## config.mk

```make
export PLATFORM = sky130hd
export DESIGN_NAME = mmio_port_timer
export DESIGN_NICKNAME = d
export VERILOG_FILES = /design/src/rtl/mmio_port_timer.sv
export SDC_FILE = /design/constraint.sdc
export NUM_CORES = 1
export LEC_CHECK = 0
export ABC_AREA = 1
export CORE_MARGIN = 3
export CORE_UTILIZATION = 40
export DETAILED_ROUTE_END_ITERATION = 10
export PLACE_DENSITY = 0.77
export SYNTH_ARGS = -nofsm -noshare
export SYNTH_HDL_FRONTEND = slang
export SYNTH_SLANG_ARGS = --single-unit
```

## constraint.sdc

```tcl
create_clock -name clk -period 2.5 [get_ports clk]
set_input_delay 0.5 -clock clk [delete_from_list [all_inputs] [get_ports clk]]
set_output_delay 0.5 -clock clk [all_outputs]
set_load 0.02 [all_outputs]
```

## src/rtl/mmio_port_timer.sv

```systemverilog
// MMIO responder: output port, synchronised input port with rise capture, compare timer.
// Define MMIO_TIMER_EN to build the timer, CTRL and STATUS.MATCH registers.
module mmio_port_timer #(
  parameter logic [31:0] BASE_ADDR = 32'h1001_0400,
  parameter int          IN_WIDTH  = 8
) (
  input  logic                clk,
  input  logic                reset,
  input  logic [31:0]         Address,
  input  logic [31:0]         WriteData,
  input  logic                MemWrite,
  input  logic                MemRead,
  output logic [31:0]         ReadData,
  output logic                Hit,
  input  logic [IN_WIDTH-1:0] PortIn,
  output logic [31:0]         PortOut,
  output logic                Event
);

  logic [31:0]         off;
  logic [2:0]          sel;
  logic                we;
  logic [31:0]         port_out_q, port_out_d;
  logic [IN_WIDTH-1:0] s1_q, s2_q, s3_q;
  logic [IN_WIDTH-1:0] edge_q, edge_d;
  logic [31:0]         rd_mux;

  // Addresses below the base wrap to a large offset and fail the range test.
  always_comb begin
    off = Address - BASE_ADDR;
    sel = off[4:2];
    Hit = (off < 32'h1C) && (Address[1:0] == 2'b00);
    we  = MemWrite && Hit;
  end

  always_comb begin
    port_out_d = port_out_q;
    if (we && sel == 3'd0) port_out_d = WriteData;
    edge_d = edge_q;
    if (we && sel == 3'd2) edge_d = edge_q & ~WriteData[IN_WIDTH-1:0];
    edge_d = edge_d | (s2_q & ~s3_q);
  end

  always_ff @(posedge clk) begin
    if (reset) begin
      port_out_q <= '0;
      s1_q       <= '0;
      s2_q       <= '0;
      s3_q       <= '0;
      edge_q     <= '0;
    end else begin
      port_out_q <= port_out_d;
      s1_q       <= PortIn;
      s2_q       <= s1_q;
      s3_q       <= s2_q;
      edge_q     <= edge_d;
    end
  end

`ifdef MMIO_TIMER_EN
  logic [31:0] count_q, count_d;
  logic [31:0] cmp_q, cmp_d;
  logic [1:0]  ctrl_q, ctrl_d;
  logic        match_q, match_d;
  logic        at_cmp;

  always_comb begin
    at_cmp  = (count_q == cmp_q);
    count_d = count_q;
    cmp_d   = cmp_q;
    ctrl_d  = ctrl_q;
    if (we && sel == 3'd3) count_d = WriteData;
    else if (ctrl_q[0]) count_d = (at_cmp && ctrl_q[1]) ? 32'h0 : count_q + 32'h1;
    if (we && sel == 3'd4) cmp_d = WriteData;
    if (we && sel == 3'd5) ctrl_d = WriteData[1:0];
    match_d = match_q;
    if (we && sel == 3'd6 && WriteData[0]) match_d = 1'b0;
    if (ctrl_q[0] && at_cmp) match_d = 1'b1;
  end

  always_ff @(posedge clk) begin
    if (reset) begin
      count_q <= '0;
      cmp_q   <= '0;
      ctrl_q  <= '0;
      match_q <= 1'b0;
    end else begin
      count_q <= count_d;
      cmp_q   <= cmp_d;
      ctrl_q  <= ctrl_d;
      match_q <= match_d;
    end
  end

  assign Event = (|edge_q) | match_q;
`else
  assign Event = |edge_q;
`endif

  always_comb begin
    rd_mux = 32'h0;
    case (sel)
      3'd0: rd_mux = port_out_q;
      3'd1: rd_mux = 32'(s2_q);
      3'd2: rd_mux = 32'(edge_q);
`ifdef MMIO_TIMER_EN
      3'd3: rd_mux = count_q;
      3'd4: rd_mux = cmp_q;
      3'd5: rd_mux = {30'h0, ctrl_q};
      3'd6: rd_mux = {31'h0, match_q};
`endif
      default: rd_mux = 32'h0;
    endcase
    ReadData = (MemRead && Hit) ? rd_mux : 32'h0;
  end

  assign PortOut = port_out_q;

endmodule

```

==> run metrics, run 1 <==
outcome=complete, but fails checks; violated checks=negative setup slack; Worst Path Arrival=2.53 ns; CP Launch Type=input port; hold endpoint=s2_q[6]$_SDFF_PP0_; Ys Warns=0; Initial Utilization=41.72%; Synth Cell Area=3674 µm²; worst-case clock buffer depth=2; via count=5071; pin count of the biggest net entering global routing=41; CP Cell Sequence=buf_6 > nor2_4 > buf_6 > nor2_2 > nor2_2 > nand3_2 > nand2_1 > nand2_1 > nor2_2 > nand3b_1 > nor2_4 > nand3_4 > inv_6 > nand4_4 > buf_12 > nor2_4 > buf_6; RSZ-0062 raised after global routing=yes; Synth Instances=602; reg2reg end=edge_q[0]$_SDFF_PP0_; Hold/Removal Path Class=register to register; CTS H-tree depth=3; Final #Nets=942; vias in the first global route=4834; final WL=15.93 mm; iteration count of the initial detailed-routing pass=5; total CTS buffers=9; Reg2Reg Launch Point=s2_q[0]$_SDFF_PP0_; Total GRT Usage=27.74%; Worst-path clk slew=0.08 ns; Yosys top cell area share=34.88%; Post-Route M1 WL=5.763 mm; final setup fails=65; worst rel slew slack=76.18%; Die W=101.8 µm; Setup TNS=-23.78 ns; Least-Margin Pin Slew=0.3565 ns; VDD IR max=0.5010 mV; CTS Hold Bufs=0; PwrDens=365.5 nW/µm²; core area=8806 µm²; mux contribution to synthesized area=0%; Post-Syn Nets=678; row count=34; met2 WL=8.106 mm; Yosys cell types=26; DR iter-0 viols=455; initial antenna violation count=0; CP max-delay cell=buf_12; Setup Skew=0.007916 ns; Synth Area per Inst=6.102 µm²; Max Transition Viols Final=0; Synth Area in Simple Gates=46.83%; Final ANT Viol Nets=0; Area growth syn-to-layout=94.62%; LEAKAGE=3.177 nW; Worst Hold Depth=2; die area=10370 µm²; #FFs+latches synth=64; Worst Reg2Reg Path Length in Cells=4; clk_lat worst skew=0.34 ns; clock root cell=clkbuf_8; post-synthesis sequential area ratio=34.88%; I/O Pins=142; routed vias/inst=5.180; clock sink total=64; Setup CP Type=input port to output port; pre-CTS setup slack=-1.185 ns; share of layout cells above drive strength 1=35.36%; Final Hold Vio Count=0; Critical Path Fanout Max=7; total of max-cap violations=0; endpoint class of the critical path=output port; fmax=0.3304 GHz; most common cell after layout, fill and taps aside=nand2_1; period utilisation layout=121.0%; largest family of logic cells by synthesized area=simple AND/OR/NAND/NOR gates; IO Port Bufs=141; Ant. Diodes=0; Worst Path Required=2.00 ns; placed cell count=888; drt wl/cell=16.28 µm; Worst R2R Setup Slack=1.63 ns; most frequent cells in the layout=nand2_1 (119), nor2_1 (116), buf_4 (100); routability cong.=0.8903; register area=1281 µm²; CP top delay family=simple AND/OR/NAND/NOR gates; minimum clock period=3.026 ns; Synth Area in Adders=0%; final non-filler cell total=979; hold_sp=s1_q[6]$_SDFF_PP0_; Crit path buffers/inverters=5; die height=101.8 µm; final worst setup slack=-0.5262 ns; Worst path max stage delay=0.19 ns; DPL Wire Length=9.004 mm; residual DRC count=0; Synth Area in XOR/XNOR=0.4768%; FILL cells=581; area of the multi-input gates=2335 µm²; first-pass GRT wire length=22.69 mm; top cells by area, synth=dfxtp_1 (35%), nor2_1 (17%), nand2_1 (13%), inv_1 (10%), nand4_1 (6.6%); highest metal used=met4; Synth Area in Compound Gates=2.793%; CTS tree=built; routed wl met3=1.240 mm; grt ovf=0; post-synth top area cell=dfxtp_1
[state kept, by name, indices dropped and copies added, names as in the netlist]
| register | cells |
|---|---|
| PortOut | 32 |
| s3_q | 8 |
| s2_q | 8 |
| edge_q | 8 |
| s1_q | 8 |
[cells by family after synthesis]
kind of cell / count (synthesis)
AOI/OAI and AO/OA: 18
and+or+nand+nor: 387
buffers and inverters: 131
DFF: 64
xor gates and xnor gates: 2
[per-stage QoR]
stage	util [%]	area (µm²)	power, mW	hold WS, ns
5_1_grt	81.19	7149	2.699	0.4368
2_1_floorplan	-	3918	1.235	0.3883
4_1_cts	79.84	7030	2.578	0.4021
6_report	81.19	7149	2.613	0.4042
3_3_place_gp	66.62	5867	1.460	0.3893
3_5_place_dp	66.62	5867	1.467	0.3920
[worst max-delay path by stage]
stage                 from           to  slack (ns)  cells after the start
6_report       Address[15]  ReadData[3]       -0.53                     17
5_1_grt        Address[25]  ReadData[3]       -0.63                     14
4_1_cts        Address[14]  ReadData[3]       -0.38                     17
3_5_place_dp   Address[15]  ReadData[1]       -1.18                     14
3_3_place_gp   Address[21]  ReadData[1]       -1.16                     16
2_1_floorplan  Address[15]  ReadData[0]       -0.16                     14
[power by group]
part	total (mW)	internal (mW)	switching [mW]
combinational	0.534	0.272	0.262
clock	1.03	0.574	0.454
sequential	1.05	1.04	0.00930
[layer usage]
layer / track usage, % / up-vias
met5: 0 / -
met3: 5.119 / 81
li1: - / 2371
met2: 52.26 / 292
met1: 30.21 / 2327
met4: 11.91 / 0
[final cells by class]
cell class / count / area share [%]
Tap cell: 108 / 1.890
Sequential cell: 64 / 17.92
Clock inverter: 7 / 1.453
Timing Repair Buffer: 279 / 38.62
Clock buffer: 9 / 1.733
Inverter: 105 / 5.723
Multi-Input combinational cell: 407 / 32.66
[cells in the mapped netlist]
master    instances
a21oi_1           9
nor2_4            7
dfxtp_1          64
nand3b_1          2
buf_4             3
inv_1           102
inv_2             3
buf_6             5
nand2_4           1
and2_1            1
nand2_1         132
nand4_2           2
nand3_1          26
nor3_1            2
buf_1             7
nand2_2           4
o22ai_1           8
nor4_1            2
clkbuf_1         10
a21boi_0          1
nand4_1          39
buf_8             1
xor2_1            2
nor2_2            3
nor2_1          162
nand3_2           4
[tightest hold or removal path, stage by stage, from the launching register on]
cell and delay (ns):
dfxtp_1 0.30, inv_1 0.04, nor2_1 0.03
[timing repair]
action / in CTS / in global routing
cloned: 4 / 1
setup endpoints to repair: 65 / 65
pin swaps: 65 / 23
setup buffers: 72 / 6
gates resized for setup: 366 / 27
(Power assumes the default switching activity.)
==> run 2: changes to the inputs <==
- CAP_MARGIN: default -> 10
- CELL_PAD_IN_SITES_DETAIL_PLACEMENT: default -> 1
- CELL_PAD_IN_SITES_GLOBAL_PLACEMENT: default -> 2
- CORE_UTILIZATION: 40 -> 20
- PLACE_DENSITY: 0.77 -> default
- PLACE_DENSITY_LB_ADDON: default -> 0.1
==> run metrics, run 2 (same netlist as run 1, synthesis figures left out) <==
most common cell after layout, fill and taps aside=nand2_1 (unchanged); core area=17660 µm² (was 8806 µm²); violated checks=negative setup slack (unchanged); pin count of the biggest net entering global routing=33 (was 41); initial antenna violation count=0 (unchanged); outcome=complete, but fails checks (unchanged); RSZ-0062 raised after global routing=yes (unchanged); Least-Margin Pin Slew=0.4056 ns (was 0.3565 ns); register area=1281 µm² (unchanged); row count=48 (was 34); Crit path buffers/inverters=4 (was 5); vias in the first global route=4671 (was 4834); residual DRC count=0 (unchanged); iteration count of the initial detailed-routing pass=4 (was 5); CTS Hold Bufs=0 (unchanged); worst-case clock buffer depth=2 (unchanged); CTS H-tree depth=3 (unchanged); DR iter-0 viols=104 (was 455); CP top delay family=simple AND/OR/NAND/NOR gates (unchanged); Area growth syn-to-layout=89.95% (was 94.62%); area of the multi-input gates=2336 µm² (was 2335 µm²); die height=141.5 µm (was 101.8 µm); Final ANT Viol Nets=0 (unchanged); FILL cells=2146 (was 581); final setup fails=33 (was 65); CP Launch Type=input port (unchanged); PwrDens=388.2 nW/µm² (was 365.5 nW/µm²); final WL=14.72 mm (was 15.93 mm); Worst Path Required=2.00 ns (about the same); CP max-delay cell=buf_12 (unchanged); CTS tree=built (unchanged); placed cell count=1010 (was 888); Max Transition Viols Final=0 (unchanged); Hold/Removal Path Class=register to register (unchanged); IO Port Bufs=141 (unchanged); Worst path max stage delay=0.18 ns (was 0.19 ns); clock root cell=clkbuf_16 (was clkbuf_8); Total GRT Usage=14.80% (was 27.74%); drt wl/cell=13.84 µm (was 16.28 µm); Setup TNS=-10.98 ns (was -23.78 ns); fmax=0.3461 GHz (was 0.3304 GHz); Setup Skew=0.003518 ns (was 0.007916 ns); most frequent cells in the layout=nand2_1 (121), nor2_1 (115), inv_1 (96) (was nand2_1 (119), nor2_1 (116), buf_4 (100)); max FFs per register=32 (unchanged); total CTS buffers=9 (unchanged); Die W=141.5 µm (was 101.8 µm); Ant. Diodes=0 (unchanged); Final #Nets=910 (was 942); worst rel slew slack=72.87% (was 76.18%); share of layout cells above drive strength 1=32.42% (was 35.36%); clk_lat worst skew=0.33 ns (was 0.34 ns); routed vias/inst=4.208 (was 5.180); final non-filler cell total=1064 (was 979); I/O Pins=142 (unchanged); first-pass GRT wire length=23.76 mm (was 22.69 mm); VDD IR max=0.3083 mV (was 0.5010 mV); endpoint class of the critical path=output port (unchanged); CP Cell Sequence=buf_6 > nor2_4 > nand3_4 > nand2_8 > nand3_2 > nand2_1 > nand3_2 > nor2_4 > nand2_2 > nor2_4 > nand3_4 > inv_6 > nand4_4 > buf_12 > nor2_4 > buf_6 (was buf_6 > nor2_4 > buf_6 > nor2_2 > nor2_2 > nand3_2 > nand2_1 > nand2_1 > nor2_2 > nand3b_1 > nor2_4 > nand3_4 > inv_6 > nand4_4 > buf_12 > nor2_4 > buf_6); Final Hold Vio Count=0 (unchanged); minimum clock period=2.889 ns (was 3.026 ns); Setup CP Type=input port to output port (unchanged); routability cong.=0.7726 (was 0.8903); Worst-path clk slew=0.06 ns (was 0.08 ns); clock sink total=64 (unchanged); period utilisation layout=115.6% (was 121.0%); die area=20030 µm² (was 10370 µm²); DPL Wire Length=10.91 mm (was 9.004 mm); grt ovf=0 (unchanged); CP most frequent cell=nor2_4; via count=4477 (was 5071); Pwr Total=2.709 mW (was 2.613 mW); Worst Path Arrival=2.39 ns (was 2.53 ns); LEAKAGE=3.013 nW (was 3.177 nW); total of max-cap violations=0 (unchanged); final worst setup slack=-0.3889 ns (was -0.5262 ns); Critical Path Fanout Max=8 (was 7); Initial Utilization=20.80% (was 41.72%)
-- run 2: cell types whose count changed in the layout (fill, tap and decap cells not counted), sizes merged --
cell and change:
dlygate4sd2 -1, clkdlybuf4s15 -3, clkinvlp +2, buf -29
inv +1, bufinv -2, nand2 +1, clkinv -1
-- run 2: cell type report --
class,count,share of cell area (%)
clock buffer,9,3.228
clock inverter,7,0.7890
inverter,105,5.935
multi-input combinational,408,33.48
sequential,64,18.36
tap,225,4.034
timing repair buffer,246,34.18
-- run 2: final timing paths --
kind / depth (start not counted) / slack, ns / startpoint / endpoint
worst max-delay path: 16 / -0.39 / Address[15] / ReadData[1]
worst min-delay path: 2 / 0.40 / s1_q[3]$_SDFF_PP0_ / s2_q[3]$_SDFF_PP0_
worst max register to register: 4 / 1.83 / s2_q[4]$_SDFF_PP0_ / edge_q[4]$_SDFF_PP0_
worst min register to register: 2 / 0.40 / s1_q[3]$_SDFF_PP0_ / s2_q[3]$_SDFF_PP0_
-- run 2: power breakdown --
| part | internal, mW | switching [mW] |
|---|---|---|
| Sequential | 1.04 | 0.00772 |
| Clock | 0.680 | 0.505 |
| Combinational | 0.242 | 0.230 |
| Total | 1.97 | 0.743 |
-- run 2: timing repair --
item | in CTS | in global routing
resized for setup | 344 | 49
cloned | 5 | 0
setup endpoints to repair | 73 | 65
pin swaps | 60 | 28
setup buffers | 42 | 6
-- run 2: worst min-delay path: stages (launching register included) --
cell     delay [ns]
dfxtp_1        0.30
inv_1          0.04
nor2_1         0.03
-- run 2: metrics by stage --
stage	utilization [%]	hold slack, ns	cell area [µm²]	worst slack (ns)
2_1_floorplan	-	0.3883	3918	-0.1594
3_3_place_gp	34.13	0.3914	6026	-1.294
3_5_place_dp	34.13	0.3970	6026	-1.320
4_1_cts	38.81	0.4058	6853	-0.4047
5_1_grt	39.52	0.4146	6978	-0.5055
6_report	39.52	0.4024	6978	-0.3889
-- run 2: per-layer routing --
metal	global-route usage, %	vias up	share of wire (%)
met5	0	-	0
met4	3.990	0	0.97
met3	2.831	11	4.0
met2	25.81	104	49
met1	18.64	2055	46
li1	-	2307	-
